[src/rtl/instruction_fetch_unit.sv]
// Instruction fetch front-end: generates fetch PCs, handshakes with instruction memory,
// buffers returned words with their PCs and hands them to the CPU; redirects flush everything.
module instruction_fetch_unit #(
  parameter logic [31:0] RESET_PC = 32'h0000_0000,
  parameter int          DEPTH    = 2
) (
  input  logic        clock,
  input  logic        reset,
  output logic        imem_req,
  output logic [31:0] imem_addr,
  input  logic        imem_ready,
  input  logic [31:0] imem_rdata,
  input  logic        redirect,
  input  logic [31:0] redirect_pc,
  output logic        inst_valid,
  input  logic        inst_ready,
  output logic [31:0] instruction,
  output logic [31:0] inst_pc
);

  localparam int PW = $clog2(DEPTH);
  localparam int CW = PW + 1;

  typedef enum logic {FETCH, DRAIN} state_e;

  typedef struct packed {
    logic [31:0] word;
    logic [31:0] pc;
  } entry_t;

  state_e                 state_q;
  logic [31:0]            fetch_pc_q;
  logic [31:0]            drain_addr_q;
  logic [PW-1:0]          head_q;
  logic [PW-1:0]          tail_q;
  logic [CW-1:0]          count_q;
  entry_t [DEPTH-1:0]     queue_q;

  logic        full;
  logic        handshake;
  logic        push;
  logic        pop;
  logic [31:0] target;
  logic        unused_rpc_lsbs;

  assign full   = (count_q == CW'(DEPTH));
  assign target = {redirect_pc[31:2], 2'b00};
  assign unused_rpc_lsbs = ^redirect_pc[1:0];

  // DRAIN keeps the abandoned request alive so the memory handshake stays stable;
  // gating with reset keeps the request low while reset is held.
  assign imem_req  = reset && ((state_q == DRAIN) || !full);
  assign imem_addr = (state_q == DRAIN) ? drain_addr_q : fetch_pc_q;
  assign handshake = imem_req && imem_ready;
  assign push      = handshake && (state_q == FETCH) && !redirect;

  assign inst_valid  = reset && (count_q != '0) && !redirect;
  assign pop         = inst_valid && inst_ready;
  assign instruction = queue_q[head_q].word;
  assign inst_pc     = queue_q[head_q].pc;

  always_ff @(posedge clock or negedge reset) begin
    if (!reset) begin
      state_q      <= FETCH;
      fetch_pc_q   <= RESET_PC;
      drain_addr_q <= RESET_PC;
      head_q       <= '0;
      tail_q       <= '0;
      count_q      <= '0;
      queue_q      <= '0;
    end else if (redirect) begin
      head_q     <= '0;
      tail_q     <= '0;
      count_q    <= '0;
      fetch_pc_q <= target;
      // A request left hanging must be drained; a drain whose handshake lands now is done.
      if (state_q == FETCH && imem_req && !imem_ready) begin
        state_q      <= DRAIN;
        drain_addr_q <= fetch_pc_q;
      end else if (state_q == DRAIN && imem_ready) begin
        state_q <= FETCH;
      end
    end else begin
      if (state_q == DRAIN && imem_ready)
        state_q <= FETCH;
      if (push) begin
        queue_q[tail_q].word <= imem_rdata;
        queue_q[tail_q].pc   <= fetch_pc_q;
        tail_q               <= tail_q + 1'b1;
        fetch_pc_q           <= fetch_pc_q + 32'd4;
      end
      if (pop)
        head_q <= head_q + 1'b1;
      if (push && !pop)
        count_q <= count_q + 1'b1;
      else if (!push && pop)
        count_q <= count_q - 1'b1;
    end
  end

endmodule

[config.mk]
export PLATFORM = sky130hd
export DESIGN_NAME = instruction_fetch_unit
export DESIGN_NICKNAME = d
export VERILOG_FILES = /design/src/rtl/instruction_fetch_unit.sv
export SDC_FILE = /design/constraint.sdc
export NUM_CORES = 1
export LEC_CHECK = 0
export ABC_CLOCK_PERIOD_IN_PS = 2100
export BUFFER_PORTS_ARGS = -buffer_cell sky130_fd_sc_hd__buf_2
export CORE_MARGIN = 5
export CORE_UTILIZATION = 51
export CTS_CLUSTER_SIZE = 30
export DETAILED_ROUTE_END_ITERATION = 12
export GPL_ROUTABILITY_DRIVEN = 0
export PLACE_DENSITY = 0.77
export SYNTH_ARGS = -nofsm -noshare
export SYNTH_HDL_FRONTEND = slang
export SYNTH_SLANG_ARGS = --single-unit
export TNS_END_PERCENT = 1
[constraint.sdc]
create_clock -name clock -period 2.1 [get_ports clock]
set_input_delay 0.42 -clock clock [delete_from_list [all_inputs] [get_ports clock]]
set_output_delay 0.42 -clock clock [all_outputs]
set_load 0.02 [all_outputs]
After elaboration in Yosys (flattened, before gate mapping)
Index checks and enable logic that the tools add are counted.

Output and inout bits: 98. Word-level logic and storage cells: 67. Register bits: 197. Input bits: 69.

$add $sub $neg: 5. Equal/unequal tests: 1. Multiplexer cells: 21. Bitwise gates (word level): 2. Reduce and logical (&&, ||, !) cells: 25. Order comparisons: 3.

Operators by type and width (count): bitwise mux 128 bit (2); two-way mux 64 bit (3); demux 64 bit (select 1 bit) (2); two-way mux 32 bit (4); adder 32 x 3 -> 32 bit (second input constant) (1); logical AND 1 bit (13); two-way mux 1 bit (7); two-way mux 2 bit (3); nonzero test 2 bit (3); zero test 1 bit (5); < comparator 1 x 2 -> 1 bit (second input constant) (2); AND reduction 2 bit (2); nonzero test 3 bit (1); adder 1 bit (second input constant) (2); adder 2 x 1 -> 2 bit (second input constant) (1); equality test 2 bit (second input constant) (1); NOT 1 bit (2); subtractor 2 x 1 -> 2 bit (second input constant) (1); greater-or-equal comparator 1 bit (second input constant) (1); logical OR 1 bit (1).

Depth between registers and ports, before layout
Depth after elaboration: 12. Gate-level depth with buffers: 8. Mapped depth without buffers: 4.

Least setup slack after synthesis
No wires, ideal clock.

Path kind: reg-to-reg. From: register state_q. To: register queue_q[33] in the netlist's numbering. Arrival time: 1.895 ns. Path buffers: 3. Clock period less this slack: 2.020 ns. Path slack: 0.080 ns. Cell stages (with the launch flop): 8. Library setup time: 0.125 ns. Data required time: 1.975 ns. Path through: dfrtp_1 > clkbuf_1 > nand3b_1 > a21oi_2 > nor3b_1 > buf_2 > buf_4 > mux2_2.

Longest elaborated chain between the ends: 6. Elaborated cells between the ends (all ways): 7. Classes of those cells: bitwise: 1; reduce/logical: 6.

Ends and longest elaborated chain: from (decl) (RTL line 31) `state_e state_q;`; from (signal assigned) (RTL line 64) `state_q <= FETCH;`; from (signal assigned) (RTL line 78) `state_q <= DRAIN;`; from (signal assigned) (RTL line 81) `state_q <= FETCH;`; logical OR 1 bit (RTL line 52) `assign imem_req = reset && ((state_q == DRAIN) || !full);`; logical AND 1 bit (RTL line 52); logical AND 1 bit (RTL line 54) `assign handshake = imem_req && imem_ready;`; logical AND 1 bit * (2 in series) (RTL line 55) `assign push = handshake && (state_q == FETCH) && !redirect;`; AND reduction 2 bit (no line) *; to (decl) (RTL line 37) `entry_t [DEPTH-1:0] queue_q;`.

Every way passes the cells marked *; elsewhere a longest branch is shown, timed or not. A chain may end at the register's enable or synchronous reset.

Worst setup path in the final report
From: register head_q. To: output port instruction[1].

Longest elaborated chain between the ends: 2.

Ends and longest elaborated chain: from (decl) (RTL line 34) `logic [PW-1:0] head_q;`; from (signal assigned) (RTL line 93) `head_q <= head_q + 1'b1;`; two-way mux 64 bit (2 in series); to (decl) (RTL line 17) `output logic [31:0] instruction,`.

Every way passes these cells. The select of a mux whose other input is x is not followed.

==> results.md <==
* Hold depth at 3
* Fin Clk Skew at 10.8 ps
* IO Port Bufs at 162
* Post-synth EDFFs at 0
* Max cap viols at 0
* Drc violations at 0
* Initial drt markers at 466
* Post-layout util at 61.5%
* Worst reg2reg path endpoint: queue_q[51]
* Hold WC Path Type: in -> reg
* Cell Area, Placed at 10400 sq um
* Power, Total at 11.4 mW
* Relative slew slack at 34.9%
* Final period util at 98.0%
* First-pass GRT wire length at 34.3 mm
* Share of flip-flops with an asynchronous set or reset at 100%
* Dpl cells at 1112
* DR pass1 iterations at 5
* Required time of the critical path at 1680 ps
* Reg clk slew, reported paths at 70 ps
* Bufs on Longest Clock Path at 2
* Die Y at 144 um
* Post-CTS setup buffer count at 0
* DRT antenna net count at 0
* Core box area at 17800 sq um
* Critical Path Start Type: flip-flop
* Proportion of layout cells with a drive suffix above 1 at 52.9%
* VDD IR max at 629 uV
* Largest net degree at the start of global routing at 78
* Cells after synthesis at 735
* Reg2reg path depth at 5
* Num CTS Buffers at 17
* RSZ-0062 raised after global routing: true
* Post-synthesis sequential area ratio at 51.7%
* Die width at 144 um
* FMAX at 0.486 GHz
* Area of the multi-input gates at 4110 sq um
* Synth area leader: dfrtp_1
* Clock root cell: clkbuf_16
* Netlist cell types at 49
* Vias in the first global route at 6705
* Worst r2r src: state_q
* Static Leak at 4.93 nW
* Pwr/cell area at 1040 nW/um^2
* Clk sinks at 190
* Slowest stage cell, crit path: dfrtp_2
* Min Hold Slack at 199 ps
* Final wirelength at 21.3 mm
* Final hold vios at 0
* Worst-margin pin slew at 977 ps
* YS warnings at 0
* Critical Path AT at 1640 ps
* Detailed placement HPWL at 14.6 mm
* Most frequent cells after synthesis: 230 x mux2_2, 190 x dfrtp_1, 39 x nand2_1
* Area growth syn-to-layout at 19.4%
* Congestion Overflow GR at 0
* Critical-path cell list: buf_12, mux2_2, buf_2
* Min-Delay Endpoint: fetch_pc_q[18]
* Layout Cells excl Fill at 1145
* Kind of critical path: reg -> out
* Die area at 20800 sq um
* Crit path capture type: output pin
* Skew-Pair Late Insertion Delay at 430 ps
* R2R Setup Slk at 170 ps
* Min Tclk post-route at 2060 ps
* Fin area at 11000 sq um
* CTS tree: built
* Register Area at 4760 sq um
* Starting density of the core at 51.5%
* Top cell type's share of synthesized area at 51.7%
* Status: complete, no violations
* CP peak stage delay at 400 ps
* CP Max Fanout at 40
* Nets at 973
* Top-count cell post-synth: mux2_2
* Num rows at 49
* Synth Register Bits at 190
* Mapped Avg Cell Area at 12.5 sq um
* Mapped cell area at 9190 sq um
* Slew Viols, Final at 0
* H-tree levels at 4
* Total track usage at 20.9%
* Dominant synthesized flop cell: dfrtp_1
* Ports at 167
* WL/cell at 18.6 um
* Antenna diodes at 0
* Initial antenna violation count at 1
* Via count at 6491
* Fill cell count at 1433
* Start point of the worst hold path: redirect_pc[18]
* Largest cells by area after synthesis: dfrtp_1 52%, mux2_2 28%, nand2_1 1.6%, nand4_1 1.5%, o21ai_0 1.3%
* Final setup fails at 0
* DR vias/cell at 5.67
-- critical path: cells and delay by family, from the launching register on --
kind                   cells  cell delay [ps]
buffers and inverters      2              400
muxes                      1              370
DFF                        1              400
-- stage by stage --
| step | setup slack [ps] | TNS [ps] |
|---|---|---|
| finish | 42.6 | 0 |
| global route | -5.73 | -26.5 |
| CTS | 3.15 | 0 |
| detailed placement | 129 | 0 |
| global placement | 166 | 0 |
| floorplan | 80.1 | 0 |
-- per-layer routing --
metal  up-vias  global-route usage, %  wire length, um
li1       3004                      -                -
met1      3257                   28.2             9320
met2       198                   34.4            10400
met3        30                   3.97             1250
met4         2                   6.23              328
met5         -                      0               13
-- flip-flops by register name (all words and copies together), names as in the netlist --
register / cells
queue_q: 125
count_q: 2
tail_q: 1
fetch_pc_q: 30
drain_addr_q: 30
state_q: 1
head_q: 1
-- cell families after synthesis --
logic type / Yosys count / share of synthesized area (%)
multiplexers: 237 / 29.0
flip-flops: 190 / 51.7
AND/OR/NAND/NOR: 158 / 9.51
buffers and inverters: 74 / 3.70
AO/OA/AOI/OAI: 66 / 4.93
XOR/XNOR: 8 / 0.912
adder cells (fa/ha/maj): 1 / 0.136
other: 1 / 0.0408
-- timing repair --
item / CTS / global route
resized for setup: 1 / 3
hold endpoints to repair: 1 / 0
hold buffers: 1 / 0
endpoints found under the setup margin: 23 / 25
-- worst max-delay path by stage --
| stage | end | cells after the start | from |
|---|---|---|---|
| 3_3_place_gp | queue_q[22] | 6 | reset |
| 5_1_grt | inst_pc[5] | 3 | head_q |
| 3_5_place_dp | queue_q[51] | 6 | reset |
| 2_1_floorplan | queue_q[33] | 7 | state_q |
| 4_1_cts | inst_pc[28] | 3 | head_q |
| 6_report | instruction[1] | 3 | head_q |
-- cells in the final DEF, fill, tap and decap left out, types with 4 or more instances in the layout --
master and instances:
a22oi_1 4, a311o_1 5, a31oi_1 4, and2_1 4, buf_2 161, buf_4 41, clkbuf_16 17, clkinvlp_4 4
dfrtp_1 188, inv_1 14, mux2_1 5, mux2_2 230, nand2_1 39, nand3_1 21, nand4_1 22, nor2_1 18
nor2b_1 9, nor3_1 8, nor4_1 8, o21ai_0 24, o311ai_0 6, o31ai_1 10, or2_2 4, or4_1 4
xor2_1 4
-- cell type report --
class / instances / share of cell area (%)
clock buffers: 18 / 4.00
multi-input cells: 472 / 37.5
flip-flops and latches: 190 / 43.4
repair buffers: 208 / 11.1
clock inverters: 14 / 1.02
inverters: 14 / 0.479
well taps: 229 / 2.61
-- power breakdown --
part | leakage (nW) | switching [mW] | internal (mW)
clock | 0.263 | 1.47 | 1.57
combinational | 2.34 | 1.61 | 1.59
sequential | 2.33 | 0.524 | 4.62
Note: power is estimated with default switching activity, not from simulation.
